===== config.mk =====
export PLATFORM = sky130hd
export DESIGN_NAME = trim_rx
export DESIGN_NICKNAME = d
export VERILOG_FILES = /design/src/rtl/trim_pkg.sv /design/src/rtl/trim_sync.sv /design/src/rtl/trim_rx.sv
export SDC_FILE = /design/constraint.sdc
export NUM_CORES = 1
export LEC_CHECK = 0
export ABC_CLOCK_PERIOD_IN_PS = 4400
export CORE_MARGIN = 2
export CORE_UTILIZATION = 50
export DETAILED_ROUTE_END_ITERATION = 12
export GPL_ROUTABILITY_DRIVEN = 1
export PLACE_DENSITY = 0.78
export SLEW_MARGIN = 20
export SYNTH_ARGS = -nofsm -noshare
export SYNTH_HDL_FRONTEND = slang
export SYNTH_SLANG_ARGS = --single-unit

===== constraint.sdc =====
create_clock -name CLK50 -period 4.4 [get_ports CLK50]
set_input_delay 0.88 -clock CLK50 [delete_from_list [all_inputs] [get_ports CLK50]]
set_output_delay 0.88 -clock CLK50 [all_outputs]
set_load 0.02 [all_outputs]

===== src/rtl/trim_pkg.sv =====
// Shared definitions for the serial trim link (trim_gen transmitter, trim_rx receiver).
package trim_pkg;

  localparam int                    TRIM_WIDTH      = 12;
  localparam logic [TRIM_WIDTH-1:0] TRIM_RESET_CODE = 12'h800;

  typedef enum logic [1:0] {
    IDLE  = 2'd0,
    SHIFT = 2'd1,
    CHECK = 2'd2
  } trim_state_e;

  // Even parity check: true when the vector (data plus parity bit) has an even number of ones.
  function automatic logic even_parity_ok(input logic [63:0] bits);
    return ~(^bits);
  endfunction

endpackage


===== src/rtl/trim_sync.sv =====
// STAGES-deep single-bit synchronizer with asynchronous active-low reset.
module trim_sync #(
  parameter int STAGES = 2
) (
  input  logic clk,
  input  logic rst_n,
  input  logic din,
  output logic dout
);

  logic [STAGES-1:0] sync_d;
  logic [STAGES-1:0] sync_q;

  // Next value of the chain: shift the asynchronous input in at the bottom.
  always_comb begin
    sync_d = {sync_q[STAGES-2:0], din};
  end

  // Synchronizer flops.
  always_ff @(posedge clk or negedge rst_n) begin
    if (!rst_n) sync_q <= '0;
    else        sync_q <= sync_d;
  end

  assign dout = sync_q[STAGES-1];

endmodule


===== src/rtl/trim_rx.sv =====
// Receive side of the serial trim link: oversamples ENCLK/DIN on CLK50, assembles an
// MSB-first trim word, validates the frame length and holds the last good code for the DAC.
// Optional feature: define TRIM_RX_PARITY_EN to expect a trailing even-parity bit.
module trim_rx
  import trim_pkg::*;
#(
  parameter int               WIDTH        = TRIM_WIDTH,
  parameter int               SYNC_STAGES  = 2,
  parameter int               IDLE_TIMEOUT = 8,
  parameter logic [WIDTH-1:0] RESET_CODE   = TRIM_RESET_CODE
) (
  input  logic             CLK50,
  input  logic             RST,
  input  logic             ENCLK,
  input  logic             DIN,
  input  logic             LOCK,
  output logic [WIDTH-1:0] TRIM_CODE,
  output logic             CODE_VALID,
  output logic             FRAME_ERR,
  output logic             BUSY
);

`ifdef TRIM_RX_PARITY_EN
  localparam int FRAME_BITS = WIDTH + 1;
`else
  localparam int FRAME_BITS = WIDTH;
`endif
  localparam int CNT_W = $clog2(WIDTH + 3);
  localparam int TMO_W = (IDLE_TIMEOUT > 1) ? $clog2(IDLE_TIMEOUT) : 1;
  localparam logic [CNT_W-1:0] CNT_MAX  = CNT_W'(WIDTH + 2);
  localparam logic [TMO_W-1:0] TMO_LAST = TMO_W'(IDLE_TIMEOUT - 1);

  logic enclk_s;
  logic din_s;
  logic rise;
  logic frame_good;

  logic                  enclk_dly_d, enclk_dly_q;
  trim_state_e           state_d,     state_q;
  logic [FRAME_BITS-1:0] shreg_d,     shreg_q;
  logic [CNT_W-1:0]      bitcnt_d,    bitcnt_q;
  logic [TMO_W-1:0]      tmo_d,       tmo_q;
  logic [WIDTH-1:0]      trim_code_d, trim_code_q;
  logic                  code_valid_d, code_valid_q;
  logic                  frame_err_d,  frame_err_q;

  // Equal-depth synchronizers keep ENCLK and DIN aligned relative to each other.
  trim_sync #(.STAGES(SYNC_STAGES)) u_sync_enclk (
    .clk   (CLK50),
    .rst_n (RST),
    .din   (ENCLK),
    .dout  (enclk_s)
  );

  trim_sync #(.STAGES(SYNC_STAGES)) u_sync_din (
    .clk   (CLK50),
    .rst_n (RST),
    .din   (DIN),
    .dout  (din_s)
  );

  assign rise = enclk_s & ~enclk_dly_q;

  // A frame is accepted only on an exact bit count (and correct parity when enabled).
`ifdef TRIM_RX_PARITY_EN
  assign frame_good = (bitcnt_q == CNT_W'(FRAME_BITS)) && even_parity_ok(64'(shreg_q));
`else
  assign frame_good = (bitcnt_q == CNT_W'(FRAME_BITS));
`endif

  // Frame FSM: collect bits on each rise, close on idle timeout, decide in CHECK.
  always_comb begin
    enclk_dly_d  = enclk_s;
    state_d      = state_q;
    shreg_d      = shreg_q;
    bitcnt_d     = bitcnt_q;
    tmo_d        = tmo_q;
    trim_code_d  = trim_code_q;
    code_valid_d = 1'b0;
    frame_err_d  = 1'b0;
    unique case (state_q)
      IDLE: begin
        if (rise) begin
          state_d  = SHIFT;
          shreg_d  = {shreg_q[FRAME_BITS-2:0], din_s};
          bitcnt_d = CNT_W'(1);
          tmo_d    = '0;
        end
      end
      SHIFT: begin
        if (rise) begin
          shreg_d = {shreg_q[FRAME_BITS-2:0], din_s};
          if (bitcnt_q != CNT_MAX) bitcnt_d = bitcnt_q + CNT_W'(1);
          tmo_d   = '0;
        end else if (!enclk_s) begin
          if (tmo_q == TMO_LAST) state_d = CHECK;
          else                   tmo_d   = tmo_q + TMO_W'(1);
        end
      end
      CHECK: begin
        // LOCK is looked at only here, so toggling it mid-frame is harmless.
        if (frame_good) begin
          if (!LOCK) begin
            trim_code_d  = shreg_q[FRAME_BITS-1 -: WIDTH];
            code_valid_d = 1'b1;
          end
        end else begin
          frame_err_d = 1'b1;
        end
        state_d  = IDLE;
        shreg_d  = '0;
        bitcnt_d = '0;
        tmo_d    = '0;
      end
      default: state_d = IDLE;
    endcase
  end

  // State and output registers; reset applies the mid-scale trim immediately.
  always_ff @(posedge CLK50 or negedge RST) begin
    if (!RST) begin
      enclk_dly_q  <= 1'b0;
      state_q      <= IDLE;
      shreg_q      <= '0;
      bitcnt_q     <= '0;
      tmo_q        <= '0;
      trim_code_q  <= RESET_CODE;
      code_valid_q <= 1'b0;
      frame_err_q  <= 1'b0;
    end else begin
      enclk_dly_q  <= enclk_dly_d;
      state_q      <= state_d;
      shreg_q      <= shreg_d;
      bitcnt_q     <= bitcnt_d;
      tmo_q        <= tmo_d;
      trim_code_q  <= trim_code_d;
      code_valid_q <= code_valid_d;
      frame_err_q  <= frame_err_d;
    end
  end

  assign TRIM_CODE  = trim_code_q;
  assign CODE_VALID = code_valid_q;
  assign FRAME_ERR  = frame_err_q;
  assign BUSY       = (state_q != IDLE);

endmodule


## Yosys cells after proc, flatten, opt, wreduce, memory -nomap -nowiden

Cells that the tools add are included.

| word-level totals | value |
|---|---|
| word-level logic and storage cells | 60 |
| register bits | 40 |
| output and inout bits | 15 |

| cells by class | value |
|---|---|
| equality and inequality tests | 14 |
| muxes and demuxes | 21 |
| add/subtract/negate cells | 2 |
| bitwise logic cells | 3 |
| reduce and logical (&&, ||, !) cells | 10 |

Operators by type and width:

| operator | number |
|---|---|
| $pmux W12 S2 | 1 |
| $mux W12 | 1 |
| $mux W3 | 4 |
| $mux W4 | 3 |
| $ne A2 B2 Y1 const B | 6 |
| $pmux W4 S3 | 1 |
| $reduce_and A4 Y1 | 3 |
| $pmux W3 S3 | 1 |
| $mux W2 | 4 |
| $ne A3 B3 Y1 const B | 2 |
| $mux W1 | 5 |
| $add A4 B1 Y4 const B | 1 |
| $eq A4 B4 Y1 const B | 1 |
| $ne A4 B4 Y1 const B | 1 |
| $pmux W2 S2 | 1 |
| $reduce_bool A2 Y1 | 2 |
| $add A3 B1 Y3 const B | 1 |
| $eq A3 B3 Y1 const B | 1 |
| $reduce_and A3 Y1 | 1 |
| $reduce_bool A3 Y1 | 1 |
| $eq A2 B1 Y1 const B | 1 |
| $eq A2 B2 Y1 const B | 1 |
| $logic_not A2 Y1 | 1 |
| $ne A2 B1 Y1 const B | 1 |
| 4 further kinds | 5 |

## Depth between registers and ports, before layout

Gate-level depths: netlist of run 1.

| depth | value |
|---|---|
| depth in word-level cells | 5 |
| depth in mapped cells | 7 |

## Hierarchy

Synthesis of run 1 repeated with hierarchy kept, for this count alone.

| second synthesis, totals | value |
|---|---|
| cells, all modules | 147 |
| area, all modules | 1756.7 µm² |

By module, submodules not included:

| module | sequential area each (µm²) | area an instance (µm²) | times used | cells each |
|---|---|---|---|---|
| trim_rx | 902.1 | 1656.6 | 1 | 143 |
| trim_sync | 50.0 | 50.0 | 2 | 2 |

## Worst setup path before layout of run 1

Ideal clock, no wire load.

| timing path | value |
|---|---|
| path kind | reg-to-output |
| from | register state_q[0] |
| to | output BUSY |
| arrival | 0.985 ns |
| required time | 3.520 ns |
| stages on the path, launching flop included | 5 |
| slack | 2.535 ns |
| buffers on the path | 1 |
| path through | dfrtp_1 -> inv_1 -> ha_1 -> buf_2 -> inv_1 |

| between the ends | value |
|---|---|
| cells in the longest elaborated chain, start to end | 1 |

RTL lines:

| item | line | text |
|---|---|---|
| from (decl) | trim_rx.sv:39 | `trim_state_e state_d, state_q;` |
| from (signal assigned) | trim_rx.sv:132 | `state_q <= state_d;` |
| $reduce_bool A2 Y1 | trim_rx.sv:145 | `assign BUSY = (state_q != IDLE);` |
| to (decl) | trim_rx.sv:20 | `output logic BUSY` |

No other way between the ends.

## Worst setup path in the final report of run 1

| timing path | value |
|---|---|
| from | register state_q[1] |
| to | output BUSY |

The elaborated chain is that of the path after synthesis.

==> flow_summary.toml, run 1 <==
[die]
die_y_um = 64.3
die_w_um = 64.3
die_area_um2 = 4140
start_util_pct = 53.3
rows = 21
fp.coreArea_um2 = 3420
pin_count = 20

[synth]
synth.top_cell.area_share_pct = 53.6
synth-edff-count = 0
synth-seq-cells = 40
synth_top_area_cell = "dfrtp_1"
synth_ff_type = "dfrtp_1"
synthTopCellsByArea = "dfrtp_1 (54%), mux2_2 (7.4%), ha_1 (6.9%)"
synthDistinctLibCells = 38
synth_warnings = 0
synth.yosys.seq_area_share_pct = 55.1
syn_area_per_cell_um2 = 11.6
syn_inst = 157
syn_nets = 172
async_flop_share_pct = 100
syn_area_um2 = 1820

[min_path]
hold_path.class = "reg -> reg"

[place]
place.gp.congestion = 0.789
pre_cts_ws_ns = 1.76
port_buffers = 19
dp_hpwl_mm = 2.15

[sta]
tightest_slew_ns = 0.994
fin_ws_ns = 1.54
period_share_pct = 65.1
relSlewSlack_pct = 31.8
rsz0062_at_grt = "no"
setup-tns-final_ns = 0
setup_violations = 0
final_max_slew_viol_count = 0
layout_min_cycle_time_ns = 2.86
clock_skew_ns = 0.0111
hold_viol = 0
fmax_ghz = 0.349

[worst_setup_path]
reg2reg_to = "TRIM_CODE[1]"
crit_path_cell_trace = "inv_1 -> ha_1 -> inv_1 -> clkdlybuf4s50_1"
crit_top_cell = "inv_1"
path_max_fanout = 8
cp-end-kind = "output pin"
critPathKind = "reg -> out"
endpoint = "BUSY"
arrival_ns = 1.98
crit_cells = 4
rr_startpoint = "state_q[0]"
startpoint_type = "flop"
slowest_stage = "clkdlybuf4s50_1"
required_ns = 3.52
path_delay_family = "buffers and inverters"
r2r_slack_ns = 1.98
r2r.worst_path.cells = 4
startpoint = "state_q[1]"
slowest_delay_ns = 0.55
critPathBufInv = 3

[status]
outcome = "finished clean"

[clock_network]
cts_buffers = 5
cts.repair.resized = 0
cts_htree_levels = 2
cts-root-buf = "clkbuf_4"
cts_tree = "done"
cts_hold_buf = 0
clock_sinks = 40
clk_latency_ns = 0.35
clockBufferDepth = 2
cts_setup_buffers = 0
clk_pin_slew_ns = 0.12

[power]
leakage_nw = 1.02
cellPowerDensity_nw_per_um2 = 505
ir_worst_vdd_mv = 0.332
clkPwrFrac_pct = 23.1
combPwrFrac_pct = 30.1
p_seq_share_pct = 46.8
swShare_pct = 35.3
internal_power_uw = 690
p_switching_uw = 377

[global_route]
grt_pass1_wl_mm = 5.64
grt_pass1_vias = 1275
antenna_found_initial = 0
globalRoute.totalOverflow = 0
grt_start_max_net_pins = 41
grtUsageTotal_pct = 17.8

[cells_and_area]
final_common_cell = "dfrtp_1"
final_cell_mix = "dfrtp_1 (39), nand2_1 (27), clkdlybuf4s50_1 (18)"
area_growth_pct = 16.2
num_antenna_cells = 0
nets = 192
drive_gt1_share_pct = 15.7

[drt]
ant_nets = 0
vias = 1231
drc_errors = 0
via_per_inst = 5.50
drt_first_pass_iters = 4
wirelength_mm = 3.10
drt_iter0_drc = 65
drt-wirelength-per-cell_um = 13.8

[job]
max_cap_viol_count = 0
## worst min path at each step
stage | cells after the start | slack, ns | start | endpoint
2_1_floorplan | 0 | 0.33 | u_sync_din.sync_q[0] | u_sync_din.sync_q[1]
3_3_place_gp | 0 | 0.33 | u_sync_din.sync_q[0] | u_sync_din.sync_q[1]
3_5_place_dp | 0 | 0.34 | u_sync_enclk.sync_q[0] | u_sync_enclk.sync_q[1]
4_1_cts | 0 | 0.37 | u_sync_enclk.sync_q[0] | u_sync_enclk.sync_q[1]
5_1_grt | 0 | 0.38 | u_sync_enclk.sync_q[0] | u_sync_enclk.sync_q[1]
6_report | 0 | 0.36 | u_sync_enclk.sync_q[0] | u_sync_enclk.sync_q[1]
## kinds of logic after synthesis
| family | after synthesis | synth area share, % |
|---|---|---|
| simple gates | 60 | 18.1 |
| compound gates | 20 | 8.18 |
| flops | 40 | 55.1 |
| buf+inv | 13 | 3.23 |
| fa+ha+maj | 10 | 6.87 |
| mux | 14 | 8.52 |
## power groups by stage
| stage | sequential (mW) | combinational (mW) | clock, mW |
|---|---|---|---|
| after floorplan | 0.493 | 0.245 | 0 |
| after global placement | 0.501 | 0.306 | 0 |
| after detailed placement | 0.507 | 0.321 | 0 |
| after CTS | 0.500 | 0.324 | 0.252 |
| after global routing | 0.511 | 0.369 | 0.271 |
| final | 0.499 | 0.322 | 0.247 |
## cell type report
| class | count | area [um2] |
|---|---|---|
| inverters | 7 | 26.3 |
| clock inverters | 3 | 47.5 |
| flip-flops and latches | 40 | 1000 |
| clock buffers | 5 | 37.5 |
| multi-input cells | 104 | 759 |
| fillers | 283 | 1300 |
| well taps | 46 | 57.6 |
| repair buffers | 19 | 185 |
## registers in the layout (all words and copies together) (netlist names), 2 cells and up
| signal | flops |
|---|---|
| u_sync_din.sync_q | 2 |
| tmo_q | 3 |
| u_sync_enclk.sync_q | 2 |
| state_q | 2 |
| TRIM_CODE | 12 |
| shreg_q | 12 |
| bitcnt_q | 4 |
## worst reg2reg max path, delay by kind of cell, from the launching register on
kind	cells	cell delay, ns
adders and majority gates	1	0.49
buffers and inverters	1	0.15
DFF	1	0.45
muxes	1	0.42
and+or+nand+nor	1	0.82
## Yosys cell counts (2+ instances only)
library cell	n
a32o_1	2
ha_1	10
nand3b_1	12
a21oi_1	4
clkbuf_1	3
mux2_2	12
buf_2	2
nor2_1	3
o21ai_0	5
nand2b_1	2
mux2i_1	2
nand3_1	3
dfrtp_1	39
o31ai_1	2
inv_1	7
nand2_1	27
## routing by layer
layer	share of wire [%]	vias up	GRT usage (%)
met3	3.8	7	4.40
met4	1.9	0	7.45
met5	0	-	0
met2	49	27	29.9
met1	45	610	21.8
li1	-	587	-
## through the flow
stage          util (%)  cells  total power, mW  instance area, um2  hold WS [ns]
6_report           61.9    224             1.07                2120         0.364
5_1_grt            61.9    224             1.15                2120         0.382
4_1_cts            61.9    224             1.08                2120         0.369
3_5_place_dp       59.5    216            0.828                2030         0.341
3_3_place_gp       59.5    216            0.807                2030         0.335
2_1_floorplan         -    157            0.738                1820         0.331
Power figures use the tool's default switching activity.
==> inputs of run 2 (changes only) <==
- ABC_CLOCK_PERIOD_IN_PS: 4400 -> 2500
- PLACE_DENSITY: 0.78 -> 0.81
- clock period: 4.4 -> 2.5 ns (I/O delays scaled with it)
==> run 2 against run 1 <==
- flip-flop and latch count stayed put
- largest cell class unchanged
- die area stayed put
- clock power up 39%
- non-clock buffer count increased by 4
- critical path type unchanged
- largest power group unchanged
- total power up 70%
- worst hold slack worse by 0.12 ns
- clock-buffer cell count is 1 higher
- cell area grew 0.65%
==> flow_summary.toml, run 2 (synthesis gave the netlist of run 1 again) <==
[status]
outcome = "finished clean"

[drt]
drt_first_pass_iters = 4
drc_errors = 0
drt_iter0_drc = 23
drt-wirelength-per-cell_um = 13.2
vias = 1222
via_per_inst = 5.36
ant_nets = 0
wirelength_mm = 3.00

[sta]
clock_skew_ns = 0.0123
period_share_pct = 95.9
final_max_slew_viol_count = 0
layout_min_cycle_time_ns = 2.40
hold_viol = 0
fmax_ghz = 0.417
relSlewSlack_pct = 44.4
setup_violations = 0
tightest_slew_ns = 0.834
whs_ns = 0.242

[die]
rows = 21
die_y_um = 64.3
start_util_pct = 53.3
pin_count = 20
fp.coreArea_um2 = 3420
die_w_um = 64.3
die_area_um2 = 4140

[worst_setup_path]
crit_top_cell = "inv_1"
arrival_ns = 1.90
startpoint_type = "flop"
critPathBufInv = 3
required_ns = 2.00
path_delay_family = "buffers and inverters"
crit_path_cell_trace = "inv_1 -> ha_2 -> inv_1 -> clkdlybuf4s50_1"
critPathKind = "reg -> out"
cp-end-kind = "output pin"
path_max_fanout = 8
slowest_delay_ns = 0.54
slowest_stage = "clkdlybuf4s50_1"

[global_route]
antenna_found_initial = 0
grt_start_max_net_pins = 41
grtUsageTotal_pct = 16.6
grt_pass1_vias = 1186
globalRoute.totalOverflow = 0
grt_pass1_wl_mm = 5.32

[power]
ir_worst_vdd_mv = 0.507
cellPowerDensity_nw_per_um2 = 853
leakage_nw = 1.03
p_total_mw = 1.82

[cells_and_area]
final_common_cell = "dfrtp_1"
drive_gt1_share_pct = 18.1
num_antenna_cells = 0
area_growth_pct = 17.0
final_cell_mix = "dfrtp_1 (39), nand2_1 (27), clkdlybuf4s50_1 (18)"
nets = 196
stdcell_count = 228
fillCellCount = 282

[clock_network]
clk_latency_ns = 0.35
cts_hold_buf = 0
clockBufferDepth = 2
clock_sinks = 40
clk_pin_slew_ns = 0.12
cts-root-buf = "clkbuf_4"
cts_buffers = 5
cts_htree_levels = 2
cts_setup_buffers = 0
cts_tree = "done"

[place]
place_inst = 220
port_buffers = 19
dp_hpwl_mm = 2.08
place.gp.congestion = 0.793

[job]
max_cap_viol_count = 0

[min_path]
hold_path.class = "in -> async"
## run 2: layout make-up
class,count,area [um2],share of cell area (%)
flip-flops and latches,40,1000,47.1
well taps,46,57.6,2.70
inverters,7,26.3,1.23
multi-input cells,104,762,35.8
clock inverters,2,15.0,0.705
clock buffers,6,51.3,2.41
repair buffers,23,215,10.1
## run 2: where the power goes
part	internal (mW)	switching, mW
Clock	0.136	0.208
Sequential	0.773	0.106
Combinational	0.253	0.341
## run 2: what timing repair did
item                                    in CTS  in global routing
endpoints found under the setup margin       0                  1
gates resized for setup                      0                  1
endpoints found under the hold margin        0                  0
## run 2: metrics by stage
step	instance area (um2)	worst slack [ns]	util (%)	setup TNS, ns
final	2130	0.103	62.3	0
after detailed placement	2060	0.406	60.3	0
after floorplan	1820	0.791	-	0
after global placement	2060	0.475	60.3	0
after CTS	2130	0.0177	62.3	0
after global routing	2130	-0.000143	62.3	-0.000143
## run 2: final timing paths
kind | startpoint | cells past startpoint | slack, ns | endpoint
min in group CLK50 | u_sync_din.sync_q[0] | 0 | 0.37 | u_sync_din.sync_q[1]
setup / recovery | state_q[1] | 4 | 0.10 | BUSY
setup reg to reg | state_q[1] | 6 | 0.44 | bitcnt_q[3]
hold reg to reg | u_sync_din.sync_q[0] | 0 | 0.37 | u_sync_din.sync_q[1]
hold / removal | RST | 1 | 0.24 | TRIM_CODE[9]
max in group asynchronous | RST | 1 | 1.74 | state_q[0]
## run 2: metal layers
layer  global-route usage (%)  vias up  part of all wire [%]
met5                        0        -                     0
met4                     6.65        0                   2.3
met3                     5.28       10                   4.4
met2                     25.4       28                    48
met1                     22.1      590                    45
li1                         -      594                     -
## run 2: worst reg2reg max path, delay by kind of cell, from the launching register on
| kind | cells | cell delay [ns] |
|---|---|---|
| compound gates | 1 | 0.09 |
| fa+ha+maj | 1 | 0.51 |
| buf+inv | 1 | 0.19 |
| flops | 1 | 0.42 |
| simple gates | 3 | 0.82 |
